$ cat src/rtl/lea128_key_sched_ctrl.sv
// Iterative LEA-128 key schedule: loads a 128-bit master key and streams
// 24 round keys of 192 bits over a valid/ready port, one round per cycle.
`timescale 1ns/1ps
module lea128_key_sched_ctrl #(
  parameter int unsigned ROUNDS = 24
) (
  input  logic         clk,
  input  logic         rst_n,
  input  logic         start,
  input  logic [127:0] key,
  output logic         busy,
  output logic         rk_valid,
  input  logic         rk_ready,
  output logic [191:0] rk,
  output logic [4:0]   rk_idx,
  output logic         done,
  output logic [1:0]   dbg_state
);

  // Handshake: a key moves on any cycle with rk_valid && rk_ready. While
  // rk_valid && !rk_ready, rk/rk_idx/T-words hold and rk_valid stays high.
  // rk_valid, rk and rk_idx come straight from flops, so rk_ready has no
  // combinational path to them.

  typedef enum logic [1:0] {
    IDLE  = 2'd0,
    GEN   = 2'd1,
    DRAIN = 2'd2,
    DONE  = 2'd3
  } state_t;

  localparam logic [4:0] LAST = 5'(ROUNDS - 1);

  state_t         state_q, state_d;
  logic [31:0]    t0_q, t1_q, t2_q, t3_q;
  logic [31:0]    t0_d, t1_d, t2_d, t3_d;
  logic [4:0]     round_q, round_d;
  logic           busy_q, busy_d;
  logic           rk_valid_q, rk_valid_d;
  logic [191:0]   rk_q, rk_d;
  logic [4:0]     rk_idx_q, rk_idx_d;
  logic           done_q, done_d;

  logic [31:0]    d;
  logic [31:0]    n0, n1, n2, n3;
  logic           load;
  logic           xfer;

  function automatic logic [31:0] rol32(input logic [31:0] x, input logic [4:0] n);
    logic [63:0] dbl;
    dbl = {x, x} << n;
    return dbl[63:32];
  endfunction

  function automatic logic [31:0] delta_sel(input logic [1:0] sel);
    logic [31:0] v;
    case (sel)
      2'd0:    v = 32'hc3efe9db;
      2'd1:    v = 32'h44626b02;
      2'd2:    v = 32'h79e27c8a;
      default: v = 32'h78df30ec;
    endcase
    return v;
  endfunction

  // Single shared round datapath; round_q + 3 peaks at 26, so no wrap.
  always_comb begin
    d  = delta_sel(round_q[1:0]);
    n0 = rol32(t0_q + rol32(d, round_q),         5'd1);
    n1 = rol32(t1_q + rol32(d, round_q + 5'd1),  5'd3);
    n2 = rol32(t2_q + rol32(d, round_q + 5'd2),  5'd6);
    n3 = rol32(t3_q + rol32(d, round_q + 5'd3),  5'd11);
  end

  assign load = !rk_valid_q || rk_ready;
  assign xfer = rk_valid_q && rk_ready;

  always_comb begin
    state_d    = state_q;
    t0_d       = t0_q;
    t1_d       = t1_q;
    t2_d       = t2_q;
    t3_d       = t3_q;
    round_d    = round_q;
    busy_d     = busy_q;
    rk_valid_d = rk_valid_q;
    rk_d       = rk_q;
    rk_idx_d   = rk_idx_q;
    done_d     = 1'b0;
    case (state_q)
      IDLE: begin
        if (start) begin
          t0_d    = key[31:0];
          t1_d    = key[63:32];
          t2_d    = key[95:64];
          t3_d    = key[127:96];
          round_d = '0;
          busy_d  = 1'b1;
          state_d = GEN;
        end
      end
      GEN: begin
        // Load the next round whenever the output register frees up,
        // including the cycle it is being drained (zero-bubble streaming).
        if (load) begin
          rk_d       = {n1, n3, n1, n2, n1, n0};
          rk_idx_d   = round_q;
          rk_valid_d = 1'b1;
          t0_d       = n0;
          t1_d       = n1;
          t2_d       = n2;
          t3_d       = n3;
          round_d    = round_q + 5'd1;
          if (round_q == LAST) state_d = DRAIN;
        end
      end
      DRAIN: begin
        if (xfer) begin
          rk_valid_d = 1'b0;
          state_d    = DONE;
        end
      end
      DONE: begin
        done_d  = 1'b1;
        busy_d  = 1'b0;
        state_d = IDLE;
      end
      default: state_d = IDLE;
    endcase
  end

  always_ff @(posedge clk) begin
    if (!rst_n) begin
      state_q    <= IDLE;
      t0_q       <= '0;
      t1_q       <= '0;
      t2_q       <= '0;
      t3_q       <= '0;
      round_q    <= '0;
      busy_q     <= 1'b0;
      rk_valid_q <= 1'b0;
      rk_q       <= '0;
      rk_idx_q   <= '0;
      done_q     <= 1'b0;
    end else begin
      state_q    <= state_d;
      t0_q       <= t0_d;
      t1_q       <= t1_d;
      t2_q       <= t2_d;
      t3_q       <= t3_d;
      round_q    <= round_d;
      busy_q     <= busy_d;
      rk_valid_q <= rk_valid_d;
      rk_q       <= rk_d;
      rk_idx_q   <= rk_idx_d;
      done_q     <= done_d;
    end
  end

  assign busy      = busy_q;
  assign rk_valid  = rk_valid_q;
  assign rk        = rk_q;
  assign rk_idx    = rk_idx_q;
  assign done      = done_q;
  assign dbg_state = state_q;

endmodule
$ cat config.mk
export PLATFORM = sky130hd
export DESIGN_NAME = lea128_key_sched_ctrl
export DESIGN_NICKNAME = d
export VERILOG_FILES = /design/src/rtl/lea128_key_sched_ctrl.sv
export SDC_FILE = /design/constraint.sdc
export NUM_CORES = 1
export LEC_CHECK = 0
export CAP_MARGIN = 20
export CORE_ASPECT_RATIO = 1.5
export CORE_UTILIZATION = 40
export DETAILED_ROUTE_END_ITERATION = 8
export REMOVE_ABC_BUFFERS = 1
export SKIP_CTS_REPAIR_TIMING = 1
export SLEW_MARGIN = 20
export SYNTH_ARGS = -nofsm -noshare
export SYNTH_HDL_FRONTEND = slang
export SYNTH_SLANG_ARGS = --single-unit
export TNS_END_PERCENT = 30
$ cat constraint.sdc
create_clock -name clk -period 6.3 [get_ports clk]
set_input_delay 1.26 -clock clk [delete_from_list [all_inputs] [get_ports clk]]
set_output_delay 1.26 -clock clk [all_outputs]
set_load 0.02 [all_outputs]
==> results.yml <==
clock_network:
  clock_path_buffers: 3
  cts-root-buf: "clkbuf_16"
  cts_inserted_buffers: 29
  cts_max_level: 1
  cts_tree: "done"
  clock-sinks: 271
  clkTransAtPathRegs_ns: 0.08
  clock_latency_ns: 0.62
detailed_routing:
  post_drt_via_cell_ratio: 5.86
  drc_errors: 0
  wl_um: 87900
  vias: 23400
  wl_per_cell_um: 22.1
  dr.first_iter.drc_count: 1311
  drtPass1Iterations: 7
  ant_nets: 0
power:
  ir_drop_mv: 0.553
  power_leakage_nw: 10.8
  finalPower_mw: 16.7
  powerDensity_nw_per_um2: 622
worst_setup_path:
  cp-start-kind: "register"
  worstPathCellList: "buf_4 > ha_1 > buf_4 > nor2_1 > a21oi_1 > a21oi_1 > a21oi_1 > mux2i_1 > ha_1 > fa_1 > a21oi_1 > o22ai_1 > o2111ai_1 > a31oi_1 > a21boi_0 > o221ai_1 > xnor2_1 > a21oi_1 > a21o_1"
  worst-path-buf-inv: 2
  worstSetupStartpoint: "round_q[0]"
  slowest_stage: "ha_1"
  crit_type: "register to register"
  rrSetupSlack_ns: 0.59
  worstSetupEndpointType: "register"
  crit_path_frequent_cell: "a21oi_1"
  reg2reg_from: "round_q[0]"
  crit_fanout: 36
  required_ns: 6.81
  crit_family: "compound AO/OA/AOI/OAI gates"
  critical_path.max_stage_delay_ns: 0.47
  arrival_ns: 6.22
placed_design:
  placed_area_um2: 26000
  dp.cells: 3928
  numPortBuffers: 333
  place_hpwl_um: 65800
  routabilityCongestion: 0.959
floorplanning:
  start_util_pct: 40.4
  dieArea_um2: 57200
  core_area_um2: 55600
  num_rows: 106
  die_h_um: 292
  floorplan.die.width_um: 196
  io_pins: 334
sta:
  setup_viol: 0
  rsz0062_at_grt: "no"
  fin_crit_ns: 5.71
  drv_slew: 0
  worst-slew-pin-transition_ns: 1.11
  slew_headroom_pct: 26.0
  max_freq_mhz: 175
  clock_skew_ns: 0.0307
  fin_crit_sh_pct: 90.6
  hold_violations: 0
yosys:
  yosysSeqAreaShare_pct: 24.1
  synthesis.area_um2: 22500
  yosys_most_used_dff: "dfxtp_1"
  yosys_register_bits: 271
  synthArstFlopShare_pct: 0
  synth_enable_flop_cells: 0
  yosys_warnings: 0
  yosysUniqueCellTypes: 95
  syn_area_per_cell_um2: 7.21
  syn_inst: 3117
final_layout:
  layout_commonest_cell: "nand2_1"
  layout.cells.non_filler: 3984
  layout-drive-gt1-share_pct: 6.43
  fin_nets: 3533
  final_cell_mix: "413 x nand2_1, 393 x a21oi_1, 332 x clkdlybuf4s50_1, 328 x nor2_1, 293 x o21ai_0"
  utilization_pct: 48.4
  nFillCells: 5636
  fin_area_um2: 26900
  area_growth_pct: 19.7
global_routing:
  grt-ovfl-total: 0
  grt_pass1_wl_um: 134000
  grt_pass1_vias: 22700
  grt_start_max_net_pins: 81
  grt_antenna_before_repair: 0
  track_usage_pct: 29.8
run:
  max-cap-violations: 0
hold_path:
  hold_start: "rk[75]"
  hp-class: "register to register"
status:
  status: "completed"
synth_stat cells, types with 6 or more instances:
library cell,count,area share (%)
o221ai_1,8,0.31
nor2b_1,18,0.50
nand2_1,414,6.9
nand3_1,66,1.5
o21a_1,41,1.4
a31oi_1,32,0.89
a21oi_1,393,8.8
ha_1,140,7.8
o311ai_0,6,0.23
nor4_1,7,0.19
xor2_1,45,1.8
o211ai_1,40,1.3
dfxtp_1,271,24
a21boi_0,8,0.27
mux2i_1,111,4.9
or3_1,8,0.22
a21o_1,67,2.2
buf_1,36,0.60
clkbuf_1,179,3.0
o21ai_0,294,6.5
mux2_2,14,0.70
a41oi_1,10,0.39
a22oi_1,6,0.20
nor2_1,329,5.5
buf_2,20,0.45
o22ai_1,11,0.31
inv_1,46,0.77
nand2b_1,17,0.47
and2_1,28,0.78
a211oi_1,69,2.3
nor3_1,28,0.62
and3_1,18,0.50
o21bai_1,13,0.43
a31o_2,6,0.23
xnor2_1,83,3.2
o31ai_1,8,0.27
nand4_1,19,0.53
o21ai_1,9,0.20
mux4_2,11,1.1
a221oi_1,11,0.43
buf_4,65,2.2
metrics by stage:
step	hold WS, ns	setup TNS [ns]	setup WS, ns
3_5_place_dp	0.447	0	0.723
6_report	0.454	0	0.590
3_3_place_gp	0.444	0	0.656
4_1_cts	0.456	0	0.673
5_1_grt	0.472	0	0.234
2_1_floorplan	0.432	-321.64	-2.86
tightest hold or removal path: stages (launching register included):
cell	delay, ns
dfxtp_1	0.31
nand2_1	0.05
a21oi_1	0.05
path summary, 6_finish.rpt:
path              to  depth (start not counted)
min           rk[75]                          2
max          t3_q[9]                         19
min reg2reg   rk[75]                          2
max reg2reg  t3_q[9]                         19
power by group:
part	switching, mW	leakage [nW]	total (mW)	internal [mW]
combinational	7.38	8.11	12.0	4.62
sequential	0.546	2.23	2.99	2.44
clock	0.817	0.454	1.76	0.939
total	8.74	10.8	16.7	8.00
routing by layer:
| layer | wire, um | global-route usage [%] |
|---|---|---|
| met3 | 3880 | 3.28 |
| met5 | 0 | 0 |
| met4 | 3350 | 11.3 |
| met1 | 35600 | 34.6 |
| met2 | 45100 | 55.5 |
area by class of cell:
| class | count | area [um2] | area share [%] |
|---|---|---|---|
| inverters | 52 | 201 | 0.749 |
| well taps | 702 | 878 | 3.26 |
| clock buffers | 40 | 807 | 3.00 |
| repair buffers | 412 | 3940 | 14.6 |
| flip-flops and latches | 271 | 5430 | 20.2 |
| clock inverters | 14 | 111 | 0.414 |
| diodes | 2 | 5.00 | 0.0186 |
| multi-input cells | 2491 | 15500 | 57.8 |
kinds of logic after synthesis:
group | synth area share [%]
AOI/OAI and AO/OA | 29.7
xor gates and xnor gates | 5.20
adders and majority gates | 8.37
buffers and inverters | 7.20
DFF | 24.1
muxes | 6.75
and+or+nand+nor | 18.6
registers in the layout, summed over array words and instances (netlist names):
name       count
t1_q          32
t0_q          32
rk_valid       1
round_q        5
busy           1
done           1
t3_q          32
rk           128
rk_idx         5
dbg_state      2
t2_q          32
(Power assumes the default switching activity.)
